==> config.mk <==
export PLATFORM = sky130hd
export DESIGN_NAME = parking_gate_sequencer
export DESIGN_NICKNAME = d
export VERILOG_FILES = /design/src/rtl/parking_gate_sequencer.sv
export SDC_FILE = /design/constraint.sdc
export NUM_CORES = 1
export LEC_CHECK = 0
export CAP_MARGIN = 25
export CORE_MARGIN = 2
export CORE_UTILIZATION = 56
export CTS_BUF_LIST = sky130_fd_sc_hd__clkbuf_16
export DETAILED_ROUTE_END_ITERATION = 8
export GPL_ROUTABILITY_DRIVEN = 0
export PLACE_DENSITY = 0.76
export SLEW_MARGIN = 20
export SYNTH_ARGS = -nofsm -noshare
export SYNTH_HDL_FRONTEND = slang
export SYNTH_SLANG_ARGS = --single-unit
export TNS_END_PERCENT = 1
==> constraint.sdc <==
create_clock -name ms -period 3.3 [get_ports ms]
set_input_delay 0.66 -clock ms [delete_from_list [all_inputs] [get_ports ms]]
set_output_delay 0.66 -clock ms [all_outputs]
set_load 0.02 [all_outputs]
==> src/rtl/parking_gate_sequencer.sv <==
// parking_gate_sequencer
//   Multi-lane gate sequencer on the 1 ms tick. Each lane turns a button press
//   and a direction into a timed gate state code. A shared arbiter passes one
//   save request per tick to the record-save unit, lowest lane index first.
// Ports:
//   ms, rst_n          tick clock, async active-low reset
//   i_press[N_CH]      per-lane button level (already synchronised)
//   i_is_out[N_CH]     per-lane direction, 1 = exit, 0 = entry
//   o_state[3*N_CH]    per-lane state code, lane i at [3i+2:3i]
//   o_busy[N_CH]       lane in ENTER, EXIT or EXIT_DONE
//   o_save_valid       one-tick save grant strobe
//   o_save_ch[3]       granted lane index (0 when no grant)
//   o_activate_save    one-hot copy of the grant

// One gate lane: hold counter, latched direction, state code.
module parking_gate_lane #(
    parameter int HOLD_MS = 2000,
    parameter int DONE_MS = 0,
    parameter int CNT_W   = 11
) (
    input  logic       ms,
    input  logic       rst_n,
    input  logic       i_press,
    input  logic       i_is_out,
    output logic [2:0] o_state,
    output logic       o_busy,
    output logic       o_req
);
    typedef enum logic [2:0] {
        S_IDLE  = 3'd0,
        S_ENTER = 3'd1,
        S_EXIT  = 3'd2,
        S_DONE  = 3'd3
    } state_t;

    localparam logic [CNT_W-1:0] HOLD_C = CNT_W'(HOLD_MS);
    localparam logic [CNT_W-1:0] DONE_C = CNT_W'(DONE_MS);

    state_t           r_state;
    logic [CNT_W-1:0] r_cnt;
    logic [CNT_W-1:0] r_dcnt;
    logic             r_dir;
    logic             r_press_q;

    always_ff @(posedge ms or negedge rst_n) begin
        if (!rst_n) begin
            r_state   <= S_IDLE;
            r_cnt     <= '0;
            r_dcnt    <= '0;
            r_dir     <= 1'b0;
            r_press_q <= 1'b0;
        end else begin
            r_press_q <= i_press;
            if (i_press) begin
                r_cnt <= HOLD_C;
                // direction is taken at the press edge only
                if (!r_press_q) r_dir <= i_is_out;
                if (r_state > S_DONE) r_state <= S_IDLE;
            end else if (r_cnt != '0) begin
                r_state <= r_dir ? S_EXIT : S_ENTER;
                r_cnt   <= r_cnt - 1'b1;
            end else begin
                case (r_state)
                    S_IDLE:  r_state <= S_IDLE;
                    S_ENTER: r_state <= S_IDLE;
                    S_EXIT: begin
                        r_state <= S_DONE;
                        r_dcnt  <= DONE_C;
                    end
                    S_DONE: begin
                        if (r_dcnt != '0) r_dcnt  <= r_dcnt - 1'b1;
                        else              r_state <= S_IDLE;
                    end
                    default: r_state <= S_IDLE;
                endcase
            end
        end
    end

    assign o_state = r_state;
    assign o_busy  = (r_state == S_ENTER) || (r_state == S_EXIT) || (r_state == S_DONE);
    // window completes on the edge that takes the counter from 1 to 0
    assign o_req   = !i_press && (r_cnt == CNT_W'(1));
endmodule

module parking_gate_sequencer #(
    parameter int N_CH    = 2,
    parameter int HOLD_MS = 2000,
    parameter int DONE_MS = 0,
    parameter int CNT_W   = 11
) (
    input  logic              ms,
    input  logic              rst_n,
    input  logic [N_CH-1:0]   i_press,
    input  logic [N_CH-1:0]   i_is_out,
    output logic [3*N_CH-1:0] o_state,
    output logic [N_CH-1:0]   o_busy,
    output logic              o_save_valid,
    output logic [2:0]        o_save_ch,
    output logic [N_CH-1:0]   o_activate_save
);
    logic [N_CH-1:0] w_req;
    logic [N_CH-1:0] w_clr;
    logic [2:0]      w_idx;
    logic            w_any;
    logic [N_CH-1:0] r_pending;
    logic            r_save_valid;
    logic [2:0]      r_save_ch;
    logic [N_CH-1:0] r_act;

    for (genvar g = 0; g < N_CH; g++) begin : g_lane
        parking_gate_lane #(
            .HOLD_MS (HOLD_MS),
            .DONE_MS (DONE_MS),
            .CNT_W   (CNT_W)
        ) u_lane (
            .ms       (ms),
            .rst_n    (rst_n),
            .i_press  (i_press[g]),
            .i_is_out (i_is_out[g]),
            .o_state  (o_state[3*g +: 3]),
            .o_busy   (o_busy[g]),
            .o_req    (w_req[g])
        );
    end

    // fixed priority: lowest pending lane wins
    always_comb begin
        w_any = 1'b0;
        w_idx = '0;
        w_clr = '0;
        for (int i = 0; i < N_CH; i++) begin
            if (r_pending[i] && !w_any) begin
                w_any    = 1'b1;
                w_idx    = 3'(i);
                w_clr[i] = 1'b1;
            end
        end
    end

    always_ff @(posedge ms or negedge rst_n) begin
        if (!rst_n) begin
            r_pending    <= '0;
            r_save_valid <= 1'b0;
            r_save_ch    <= '0;
            r_act        <= '0;
        end else begin
            // a new request on the grant edge survives the clear
            r_pending    <= (r_pending & ~w_clr) | w_req;
            r_save_valid <= w_any;
            r_save_ch    <= w_idx;
            r_act        <= w_clr;
        end
    end

    assign o_save_valid    = r_save_valid;
    assign o_save_ch       = r_save_ch;
    assign o_activate_save = r_act;
endmodule
==> impl_metrics.yaml <==
run_status:
  outcome: "complete, no violations"
die:
  io-pin-count: 20
  die_width_um: 77.5
  core_um2: 5170
  floorplan.die_area_um2: 6010
  chipHeight_um: 77.5
  placementRows: 26
  start_util_pct: 58.5
detailed_routing:
  drt_first_iter_violations: 141
  routed-via-count: 2348
  route.final.wire_length_mm: 5.92
  post_route_ant_nets: 0
  router_iterations_before_antenna_repair: 4
  route.detailed.wl_per_inst_um: 14.7
  vias_per_cell: 5.83
  drt_drc_violations_left: 0
yosys:
  synth_mux_area_share_pct: 1.36
  synth_xor_area_share_pct: 4.92
  synth.lib_cells_used.distinct: 57
  mappedNetlistArea_um2: 3030
  post_synthesis_mean_instance_area_um2: 9.76
  yosys_warnings: 0
  synth_fa_ha_area_share_pct: 2.48
  synth_edf_count: 0
  synth.ff_latch_count: 57
  synth_simple_gate_area_share_pct: 26.7
  synth_ff_type: "dfrtp_1"
  synth_top_cell_area_share_pct: 47.1
  dominant_combinational_cell_family_by_area_after_synthesis: "simple AND/OR/NAND/NOR gates"
  syn_inst: 310
  synth_area_leaders: "dfrtp_1 (47%), nor2_1 (4.5%), o21ai_0 (3.3%)"
  synth_compound_area_share_pct: 13.0
  synth.largest_area_cell: "dfrtp_1"
  share_of_flip_flops_with_an_asynchronous_set_or_reset_after_synthesis_pct: 100
  seq_area_frac_synth_pct: 47.1
cts:
  ctsHoldBuffers: 0
  cts.sinks: 57
  clk_latency_ns: 0.33
  clkTransAtPathRegs_ns: 0.05
  clock_tree.root_cell: "clkbuf_16"
  cts-resized-gates: 0
  cts_tree: "done"
  h_tree_lvl_count: 3
  post-cts-setup-buffer-count: 0
  clock_path_buffers: 2
  clock_buffers_created_by_tritoncts: 9
sta:
  final.setup.worst_slack_ns: 0.858
  worstMarginPinSlew_ns: 0.727
  rsz_0062_raised_after_global_routing: "no"
  max_freq_mhz: 409
  totalNegativeSetupSlack_ns: 0
  final_period_minus_worst_setup_slack_ns: 2.44
  layout_worst_path_cycle_share_pct: 74.0
  final-hold-violation-count: 0
  maxSlewHeadroom_pct: 51.2
  count_of_endpoints_failing_setup_in_the_final_report: 0
  timing_max_transition_violations_final: 0
  final.setup_skew_ns: 0.00773
grt:
  first_global_vias: 2349
  groute.layer.met1.usage_pct: 29.3
  gr-usage-met3_pct: 5.70
  groute.usage.overall_pct: 22.8
  antenna_found_initial: 0
  global_route.overflow_total: 0
  busiest_layer: "met2"
  grt_start_max_net_pins: 24
  use_met2_pct: 36.1
  grt_first_pass_wirelength_mm: 10.7
cells_and_area:
  antenna_cells: 0
  finalInstanceArea_um2: 3470
  layout.nets: 341
  post_route_cells_drive_above_1_share_pct: 10.2
  utilization_pct: 67.1
  area_delta_synth_final_pct: 14.6
  nFillCells: 414
setup_path:
  critical_path.max_fanout: 16
  crit_required_ns: 2.64
  timing.setup.critical_path_class: "reg2out"
  worstSetupStartpointType: "flip-flop"
  cp.arrival_ns: 1.78
  worst_r2r_setup_slack_ns: 0.96
  crit_path_end_kind: "primary output"
power:
  p_per_area_nw_per_um2: 511
  static-leakage-power_uw: 0.00146
  ir_drop_v: 0.000327
placement:
  placed_cell_area_um2: 3220
  hpwlAfterDp_mm: 4.09
  portBuffers: 15
  dp_slack_ns: 0.731
hold_path:
  timing.hold.worst.class: "in2async"
run:
  cap_viol_max_count: 0
## registers in the layout, summed over array words and instances (netlist names)
name	count
o_save_ch	1
g_lane.u_lane.o_state	4
g_lane.u_lane.r_dcnt	22
r_pending	2
o_activate_save	1
o_save_valid	1
g_lane.u_lane.r_cnt	22
g_lane.u_lane.r_press_q	2
g_lane.u_lane.r_dir	2
## cells in the mapped netlist (all sizes together) (2+ instances only)
| library cell | count |
|---|---|
| nor3b | 3 |
| a21boi | 4 |
| nand2b | 9 |
| ha | 6 |
| nor4 | 7 |
| a31o | 2 |
| a21o | 2 |
| and3 | 3 |
| xnor2 | 10 |
| a21oi | 10 |
| nor3 | 14 |
| nor2 | 36 |
| nor4b | 2 |
| or4b | 2 |
| or3b | 2 |
| nand3 | 14 |
| dfrtp | 57 |
| a211o | 2 |
| nand4 | 7 |
| or4 | 8 |
| o31ai | 2 |
| o41ai | 2 |
| buf | 7 |
| mux2i | 3 |
| xor2 | 7 |
| nor2b | 5 |
| o21ai | 20 |
| nand2 | 12 |
| or2 | 5 |
| inv | 13 |
| clkbuf | 7 |
| or3 | 8 |
| o211ai | 2 |
| a211oi | 3 |
## report_power, final
| part | switching, uW | total [uW] | leakage, uW | internal [uW] |
|---|---|---|---|---|
| logic | 111 | 204 | 0.000628 | 93.2 |
| registers | 60.6 | 796 | 0.000689 | 735 |
| clock network | 290 | 774 | 0.000139 | 484 |
## logic make-up after synthesis
family,Yosys count
compound gates,58
xor+xnor,17
fa+ha+maj,6
buf+inv,27
flops,57
mux,4
other cells,1
simple gates,140
## placed cells by master (no fill, tap or decap), types with 6 or more instances in the layout
cell              n
dfrtp_1          57
nor2_1           36
o21ai_0          20
inv_1            18
nand3_1          14
clkdlybuf4s50_1  14
nand2_1          12
nor3_1           12
xnor2_1          10
a21oi_1          10
nand2b_1          9
clkbuf_16         9
or3_1             8
xor2_1            7
or4_1             6
nor4_1            6
nand4_1           6
ha_1              6
## final timing paths
path                                                   from                    endpoint  cells after the start
worst min register to register                 r_pending[0]          o_activate_save[0]                      0
worst min-delay path                                  rst_n   g_lane[0].u_lane.r_cnt[7]                      1
max in group asynchronous                             rst_n   g_lane[1].u_lane.r_cnt[8]                      2
worst max-delay path            g_lane[1].u_lane.o_state[0]                   o_busy[1]                      2
min in group ms                                r_pending[0]          o_activate_save[0]                      0
worst max register to register   g_lane[1].u_lane.r_dcnt[0]  g_lane[1].u_lane.r_dcnt[0]                      7
## critical path, cell delays in order (launching register included)
cell and delay [ns]:
dfrtp_1 0.55, or2_2 0.37, clkdlybuf4s50_1 0.53
## cell type report
cell class	count	area [um2]	area share [%]
Clock buffer	9	225	6.49
Timing Repair Buffer	19	175	5.05
Sequential cell	57	1430	41.1
Inverter	13	48.8	1.41
Tap cell	70	87.6	2.53
Multi-Input combinational cell	229	1480	42.7
Clock inverter	6	22.5	0.649
## per-layer routing
layer / wire length [um] / up-vias
met5: 0 / -
li1: - / 1149
met1: 2790 / 1138
met2: 2850 / 50
met4: 121 / 0
met3: 170 / 11
## stage by stage
stage,std cells,power [uW],hold slack [ns]
6_report,403,1770,0.293
5_1_grt,403,1860,0.335
4_1_cts,403,1800,0.301
3_5_place_dp,388,1010,0.418
3_3_place_gp,388,1000,0.419
2_1_floorplan,313,939,0.364
No activity file was read; power rests on OpenSTA's default activity.
